### src/rtl/credit_pkg.sv
// Shared types for the credit/start sequencing helpers.
package credit_pkg;

    typedef enum logic [2:0] {
        IDLE    = 3'd0,
        COIN    = 3'd1,
        GAP     = 3'd2,
        START   = 3'd3,
        RELEASE = 3'd4
    } seq_state_t;

    typedef enum logic {
        P1 = 1'b0,
        P2 = 1'b1
    } player_t;

    // Coins inserted before the start pulse for each player.
    localparam logic [1:0] P1_COINS = 2'd1;
    localparam logic [1:0] P2_COINS = 2'd2;

endpackage

### src/rtl/frame_tick_gen.sv
// Turns the core's vblank level into a one-cycle frame tick, registered,
// so frame-timed helpers can count frames instead of clocks.
module frame_tick_gen (
    input  logic clk_sys,
    input  logic reset_n,
    input  logic vblank_i,
    output logic tick_o
);

    logic vblank_q;
    logic tick_q;

    // Rising-edge detect of vblank; the tick appears one cycle after 0->1.
    always_ff @(posedge clk_sys or negedge reset_n) begin
        if (!reset_n) begin
            vblank_q <= 1'b0;
            tick_q   <= 1'b0;
        end else begin
            vblank_q <= vblank_i;
            tick_q   <= vblank_i & ~vblank_q;
        end
    end

    assign tick_o = tick_q;

endmodule

### src/rtl/credit_sequencer.sv
// Converts player start requests into coin pulse(s) followed by a start
// pulse, all timed in video frames. Player 2 gets two coins, player 1 one.
// hold freezes the sequencer in IDLE with all outputs low.
module credit_sequencer
    import credit_pkg::*;
#(
    parameter int COIN_FRAMES  = 4,
    parameter int GAP_FRAMES   = 4,
    parameter int START_FRAMES = 4,
    parameter int CNT_W        = 4
) (
    input  logic clk_sys,
    input  logic reset_n,
    input  logic hold,
    input  logic vblank,
    input  logic req_start1,
    input  logic req_start2,
    input  logic coin_in,
    output logic coin_out,
    output logic start1_out,
    output logic start2_out,
    output logic busy
);

    localparam int MAX_FRAMES = (1 << CNT_W) - 1;

    if (COIN_FRAMES < 1 || COIN_FRAMES > MAX_FRAMES ||
        GAP_FRAMES < 1 || GAP_FRAMES > MAX_FRAMES ||
        START_FRAMES < 1 || START_FRAMES > MAX_FRAMES) begin : g_bad_params
        $error("credit_sequencer: frame counts must be in 1..2^CNT_W-1");
    end

    localparam logic [CNT_W-1:0] COIN_LAST  = CNT_W'(COIN_FRAMES - 1);
    localparam logic [CNT_W-1:0] GAP_LAST   = CNT_W'(GAP_FRAMES - 1);
    localparam logic [CNT_W-1:0] START_LAST = CNT_W'(START_FRAMES - 1);

    logic             frame_tick;
    seq_state_t       state_q, state_d;
    logic [CNT_W-1:0] cnt_q, cnt_d;
    logic [1:0]       coins_q, coins_d;
    player_t          sel_q, sel_d;
    logic             req1_q, req2_q;
    logic             rise1, rise2;
    logic [CNT_W-1:0] last_cnt;
    logic             phase_done;
    logic             coin_out_q, start1_q, start2_q, busy_q;

    frame_tick_gen u_tick (
        .clk_sys (clk_sys),
        .reset_n (reset_n),
        .vblank_i(vblank),
        .tick_o  (frame_tick)
    );

    assign rise1 = req_start1 & ~req1_q;
    assign rise2 = req_start2 & ~req2_q;

    // Terminal count of the current timed phase; a phase ends on the tick
    // that would take the counter to N.
    always_comb begin
        last_cnt = '0;
        case (state_q)
            COIN:    last_cnt = COIN_LAST;
            GAP:     last_cnt = GAP_LAST;
            START:   last_cnt = START_LAST;
            default: last_cnt = '0;
        endcase
    end

    assign phase_done = frame_tick & (cnt_q == last_cnt);

    // Next-state, coin bookkeeping and frame counter.
    always_comb begin
        state_d = state_q;
        coins_d = coins_q;
        sel_d   = sel_q;
        case (state_q)
            IDLE: begin
                if (rise2) begin
                    state_d = COIN;
                    coins_d = P2_COINS;
                    sel_d   = P2;
                end else if (rise1) begin
                    state_d = COIN;
                    coins_d = P1_COINS;
                    sel_d   = P1;
                end
            end
            COIN: begin
                if (phase_done) begin
                    state_d = GAP;
                    coins_d = coins_q - 2'd1;
                end
            end
            GAP: begin
                if (phase_done) begin
                    state_d = (coins_q != 2'd0) ? COIN : START;
                end
            end
            START: begin
                if (phase_done) begin
                    state_d = RELEASE;
                end
            end
            RELEASE: begin
                // Wait for both buttons up so a held button cannot re-trigger.
                if (!req_start1 && !req_start2) begin
                    state_d = IDLE;
                end
            end
            default: state_d = IDLE;
        endcase

        if (hold) begin
            state_d = IDLE;
            coins_d = 2'd0;
        end

        cnt_d = cnt_q;
        if (hold || state_d != state_q || state_q == IDLE || state_q == RELEASE) begin
            cnt_d = '0;
        end else if (frame_tick) begin
            cnt_d = cnt_q + CNT_W'(1);
        end
    end

    // State, counters and edge history.
    always_ff @(posedge clk_sys or negedge reset_n) begin
        if (!reset_n) begin
            state_q <= IDLE;
            cnt_q   <= '0;
            coins_q <= 2'd0;
            sel_q   <= P1;
            req1_q  <= 1'b0;
            req2_q  <= 1'b0;
        end else begin
            state_q <= state_d;
            cnt_q   <= cnt_d;
            coins_q <= coins_d;
            sel_q   <= sel_d;
            req1_q  <= req_start1;
            req2_q  <= req_start2;
        end
    end

    // Registered outputs; hold forces everything low including the coin passthrough.
    always_ff @(posedge clk_sys or negedge reset_n) begin
        if (!reset_n) begin
            coin_out_q <= 1'b0;
            start1_q   <= 1'b0;
            start2_q   <= 1'b0;
            busy_q     <= 1'b0;
        end else begin
            coin_out_q <= ~hold & ((state_q == COIN) | coin_in);
            start1_q   <= ~hold & (state_q == START) & (sel_q == P1);
            start2_q   <= ~hold & (state_q == START) & (sel_q == P2);
            busy_q     <= (state_d != IDLE);
        end
    end

    assign coin_out   = coin_out_q;
    assign start1_out = start1_q;
    assign start2_out = start2_q;
    assign busy       = busy_q;

endmodule
### config.mk
export PLATFORM = sky130hd
export DESIGN_NAME = credit_sequencer
export DESIGN_NICKNAME = d
export VERILOG_FILES = /design/src/rtl/credit_pkg.sv /design/src/rtl/frame_tick_gen.sv /design/src/rtl/credit_sequencer.sv
export SDC_FILE = /design/constraint.sdc
export NUM_CORES = 1
export LEC_CHECK = 0
export CAP_MARGIN = 20
export CORE_MARGIN = 2
export CORE_UTILIZATION = 30
export DETAILED_ROUTE_END_ITERATION = 8
export PLACE_DENSITY = 0.46
export SYNTH_ARGS = -nofsm -noshare
export SYNTH_HDL_FRONTEND = slang
export SYNTH_SLANG_ARGS = --single-unit
### constraint.sdc
create_clock -name clk_sys -period 3 [get_ports clk_sys]
set_input_delay 0.3 -clock clk_sys [delete_from_list [all_inputs] [get_ports clk_sys]]
set_output_delay 0.3 -clock clk_sys [all_outputs]
set_load 0.01 [all_outputs]
=== Yosys cells after proc, flatten, opt, wreduce, memory -nomap -nowiden ===
Cells that the tools add are included.

* Add/sub/neg operators: 2
* Multipliers: 0
* Divide/modulo/power cells: 0
* Order comparisons: 0
* Eq/ne operators: 8
* Shift-type cells: 0
* Muxes and demuxes: 19
* Bitwise logic cells: 14
* Reductions and logical operators: 15

{| class="wikitable"
|+ Operators with widths
! kind !! count
|-
| $mux 3 || 7
|-
| $pmux 3 s5 || 1
|-
| $mux 2 || 6
|-
| $and 1x1->1 || 8
|-
| $mux 4 || 2
|-
| $eq 3x2->1 const B || 2
|-
| $reduce_bool 2->1 || 3
|-
| $reduce_bool 3->1 || 2
|-
| $not 1->1 || 5
|-
| $add 4x1->4 const B || 1
|-
| $eq 4x4->1 || 1
|-
| $ne 4x4->1 const B || 1
|-
| $pmux 2 s2 || 1
|-
| $eq 3x1->1 const B || 1
|-
| $eq 3x3->1 const B || 1
|-
| $logic_not 3->1 || 1
|-
| $logic_or 1x1->1 || 3
|-
| $ne 3x3->1 || 1
|-
| $ne 3x3->1 const B || 1
|-
| $reduce_and 3->1 || 1
|-
| $reduce_or 3->1 || 1
|-
| $logic_not 1->1 || 2
|-
| $mux 1 || 2
|-
| $reduce_and 2->1 || 1
|-
| 3 further kinds || 3
|}

* Bits in registers: 18
* Latch bits: 0
* RAM bits: 0
* Memory bits (read-only): 0
* Bits of input ports: 7
* Output and inout port bits: 4
* Word-level logic and storage cells: 70
* Memories kept: 0

=== Depth between registers and ports, before layout ===
* Word-level depth: 13
* Depth in mapped cells: 6
* Gate-level depth less buffers: 6

=== Modules after synthesis ===
Synthesis repeated with hierarchy kept, for this count alone.

* Cells, all modules: 80
* Area, all modules: 895.9 sq um

{| class="wikitable"
|+ Modules (own cells, without submodules)
! module !! instances !! cells each !! area an instance (sq um) !! sequential area each (sq um)
|-
| credit_sequencer || 1 || 77 || 832.0 || 400.4
|-
| frame_tick_gen || 1 || 3 || 63.8 || 50.0
|}

=== Worst setup path before layout ===
OpenSTA, ideal clock, no wires.

* Path type: register to register
* Start: reg state_q[1]
* End: reg busy_q, in the netlist busy
* Library setup time: 104 ps
* Arrival: 1408 ps
* Required time: 2896 ps
* Setup slack: 1488 ps
* Cell stages (with the launch flop): 7
* Buffers on the path: 1
* Period minus slack after synthesis: 1512 ps
* Path through: dfrtp_1 buf_6 o21bai_4 mux2i_4 or2_4 a22oi_2 o311ai_1

* Word-level cells in the longest chain between the ends: 9
* Elaborated cells on any way between the ends: 18
* Those cells by class: eq/ne: 5; mux: 9; bitwise: 1; reduce/logical: 3

{| class="wikitable"
|+ Ends and longest elaborated chain
! element !! line !! source
|-
| start: declaration || credit_sequencer.sv:38 || <nowiki>seq_state_t state_q, state_d;</nowiki>
|-
| start signal: assignment || credit_sequencer.sv:137 || <nowiki>state_q <= state_d;</nowiki>
|-
| $eq 3x1->1 or $eq 3x2->1 (tied branches) || credit_sequencer.sv:62, credit_sequencer.sv:77 ||
|-
| $reduce_or 3->1 (no line) || n/a ||
|-
| $mux 2 || credit_sequencer.sv:62 || <nowiki>case (state_q)</nowiki>
|-
| $eq 4x4->1 || credit_sequencer.sv:70 || <nowiki>assign phase_done = frame_tick & (cnt_q == last_cnt);</nowiki>
|-
| $and 1x1->1 || credit_sequencer.sv:70 ||
|-
| $mux 3, on equally long branches || credit_sequencer.sv:101, credit_sequencer.sv:90, credit_sequencer.sv:96 ||
|-
| $pmux 3 s5 * || credit_sequencer.sv:77 || <nowiki>case (state_q)</nowiki>
|-
| $mux 3 * || credit_sequencer.sv:114 || <nowiki>if (hold) begin</nowiki>
|-
| $reduce_bool 3->1 * || credit_sequencer.sv:157 || <nowiki>busy_q <= (state_d != IDLE);</nowiki>
|-
| end signal: assignment || credit_sequencer.sv:157 ||
|-
| end: declaration || credit_sequencer.sv:46 || <nowiki>logic coin_out_q, start1_q, start2_q, busy_q;</nowiki>
|}

Mark *: on every way between the ends. The rest lies on a longest branch, timed or not.
A chain may end at the register's enable or synchronous reset.

=== Worst setup path in the final report ===
Same ends and word-level chain as after synthesis.

==> results.txt <==
----------------------------------------------------
[Die]
  Row count ... 19
  Number of I/O pins ... 11
  Floorplan die height ... 58.61 um
  Starting density of the core ... 31.89%
  Core region area ... ~0.0028 mm^2
  Die Width ... just under 60 um
  Area enclosed by the die boundary ... roughly 0.0034 mm^2

[Timing]
  Worst-case clock skew ... 0.001659 ns
  Highest attainable clock frequency ... roughly 0.59 GHz
  Final worst slack ... 1.300 ns
  Setup repair after global routing missed its margin ... no
  Slew Limit Headroom ... between 40% and 50%
  Share of the clock period used by the worst path ... a little under three fifths
  Time the final worst path needs with I/O delays and setup ... approximately 1.7 ns
  Final hold violation count ... 0
  Max-slew violations ... 0
  Worst slack on hold paths ... ~0.40 ns
  Sum of negative setup slack ... 0 ns
  Setup violation total in the final timing report ... 0
  Slew of the pin with the lowest slew margin ... 0.8344 ns

[Global routing]
  Number of global-route vias before repair ... 640
  Maximum number of pins on one net before global-route repair ... 19
  Wire length of the first global-routing pass ... 2829 um
  Global-route usage over all layers ... between 10% and 20%
  Total congestion overflow ... 0
  Number of antenna violations at the first check in global routing ... 0

[Placed design]
  Worst Setup Slack post-DPL ... ~1.3 ns
  HPWL Detailed ... roughly 1200 um
  Port buffer count ... 10
  Cell area after placement ... approximately 0.0010 mm^2
  Gpl congestion ... between 0.8 and 0.9

[CTS]
  Quantity of hold-fixing buffers added after cts ... 0
  H-tree depth reported by CTS ... 1
  Total clock buffers created by CTS ... 3
  Post_cts resized ... 0
  Clock-pin slew on the worst setup and hold paths ... around 0.10 ns
  Number of buffers inserted by post-CTS setup repair ... 0
  Worst skew pair latency ... around 0.29 ns
  Number of sinks handled by clock tree synthesis ... 18
  Root buffer selected by CTS ... clkbuf_4
  Maximum clock insertion buffer count ... 2
  CTS tree ... done

[Final layout]
  Fillers ... ~280
  Number of flip-flops in the largest register ... 4
  Largest registers ... cnt_q x4, state_q x3, coins_q x2
  Register name with the most flops ... cnt_q
  Ratio of cells with drive above 1 in the final layout ... about 12%
  Number of nets in the finished design ... between 100 and 150
  Area delta synth->final ... 18.32%
  Number of inserted diodes ... 0
  Finished Cell Area ... roughly 0.0011 mm^2

[Drt]
  DRC ... 1
  Wirelength per Cell ... 12.56 um
  Number of detailed-routing iterations run before antenna repair ... 6
  Count of antenna-violating nets left after detailed routing ... 0
  Routed wire length ... 1633 um
  DR vias/cell ... between 4 and 5
  Total via count in the routed design ... roughly 650
  Iteration-0 DRC Markers ... 10

[Pwr]
  Combinational Power Share ... 18.0%
  Power Internal ... 375.6 uW
  Peak VDD IR ... ~0.17 mV
  Post-route total power ... just over 500 uW
  P per Cell Area ... about 480 mW/mm^2
  Power share of the clock group ... 29.1%
  Static leakage ... about 0.00047 uW
  P_sw ... approximately 140 uW
  Switching Share ... a little over a quarter
  Relative contribution of sequential cells to total power ... between 50% and 60%

[Setup path]
  Crit path DAT ... about 1.9 ns
  Crit path max-delay cell type ... dfrtp_1
  Critical Path Start Type ... flop
  Maximum fanout encountered on the critical timing path ... 10
  Largest stage delay, worst path ... ~0.54 ns
  CP endpoint kind ... flop
  Worst path required time ... between 3 and 4 ns
  Worst-path cell chain ... o21bai_4 -> mux2i_4 -> or2_4 -> a22oi_2 -> o311ai_1
  WS Path Type ... flop to flop

[Synth]
  Number of distinct standard cells referenced by the synthesized netlist ... 36
  Synth cell count leaders ... dfrtp_1, nor2_1, inv_1
  Count of synthesis-stage warnings from yosys ... 0
  Syn Std Cell Area ... slightly below 900 um^2
  Count of flip-flops with a built-in enable after synthesis ... 0
  Synth Net Count ... 95
  Post-synth top flop ... dfrtp_1
  Cell type with the highest aggregate area in the netlist ... dfrtp_1
  Number of instances in the synthesized netlist ... 86
  Cell with the most instances after synthesis ... dfrtp_1
  Area share of the leading cell type in the synthesized netlist ... 50.35%
  Share of async-settable or async-resettable flops after synthesis ... 100.0%
  Number of flip-flops and latches in the synthesized netlist ... 18
  Share of synthesized area occupied by flip-flops and latches ... between 50 and 60%
  Average cell area after synthesis ... 10.40 um^2
  Top post-synthesis cells by area ... dfrtp_1, nor2_1, ha_1

[Status]
  Failing checks ... design-rule violations
  Run status ... finished with violations

[Worst hold path]
  Worst hold path type ... flop to flop

[Flow run]
  Count of maximum capacitance violations ... 0

----------------------------------------------------
-- through the flow --
stage	std cells	util, %
finish	130	37.73
global route	130	37.73
CTS	130	37.73
detailed placement	126	36.44
global placement	126	36.44
floorplan	86	-
-- layout make-up --
type / count / area (um^2) / area share, %
flip-flops and latches: 18 / 450.4 / 42.55
repair buffers: 10 / 100.1 / 9.456
inverters: 8 / 30.03 / 2.837
clock buffers: 4 / 36.28 / 3.428
multi-input cells: 59 / 402.9 / 38.06
well taps: 31 / 38.79 / 3.664
-- path summary, 6_finish.rpt --
kind / start / to / slack, ns / cells past startpoint
hold / removal: u_tick.vblank_q / u_tick.tick_o / 0.40 / 1
setup reg to reg: state_q[1] / busy / 1.30 / 5
min in group asynchronous: reset_n / start2_out / 0.48 / 1
setup / recovery: state_q[1] / busy / 1.30 / 5
max in group asynchronous: reset_n / cnt_q[2] / 2.01 / 1
hold reg to reg: u_tick.vblank_q / u_tick.tick_o / 0.40 / 1
-- routing by layer --
layer,vias to the layer above,routed length [um],track usage (%)
met1,311,794,12.55
li1,326,-,-
met5,-,0,0
met3,2,55,3.956
met4,0,16,1.948
met2,8,767,19.42
-- placed cells by master (no fill, tap or decap), types with 2 or more instances in the layout --
cell / n
inv_1: 6
nand3_1: 2
or3_1: 2
o21ai_1: 3
a21oi_1: 2
nand2_1: 4
dfrtp_1: 18
nand2b_1: 3
clkbuf_4: 3
o21ai_0: 2
inv_2: 2
clkdlybuf4s50_1: 10
ha_1: 2
nor4_1: 2
xor2_1: 2
nor2_1: 14
-- cell families after synthesis --
group,count (synthesis),share of synthesized area (%)
AND/OR/NAND/NOR,35,20.28
flip-flops,18,50.35
AO/OA/AOI/OAI,17,15.39
buffers and inverters,9,4.615
XOR/XNOR,3,2.938
multiplexers,2,3.636
adder cells (fa/ha/maj),2,2.797
-- worst max-delay path, delay by kind of cell, from the launching register on --
family | cells | cell delay, ns
AO/OA/AOI/OAI | 3 | 0.55
AND/OR/NAND/NOR | 1 | 0.19
flip-flops | 1 | 0.54
multiplexers | 1 | 0.33
-- power groups by stage --
stage	logic [uW]	registers (uW)	clock network (uW)
2_1_floorplan	62.3	273	0
3_3_place_gp	93.6	275	0
3_5_place_dp	93.0	275	0
4_1_cts	94.0	271	159
5_1_grt	103	273	168
6_report	92.2	270	149
No activity file was read; power rests on OpenSTA's default activity.
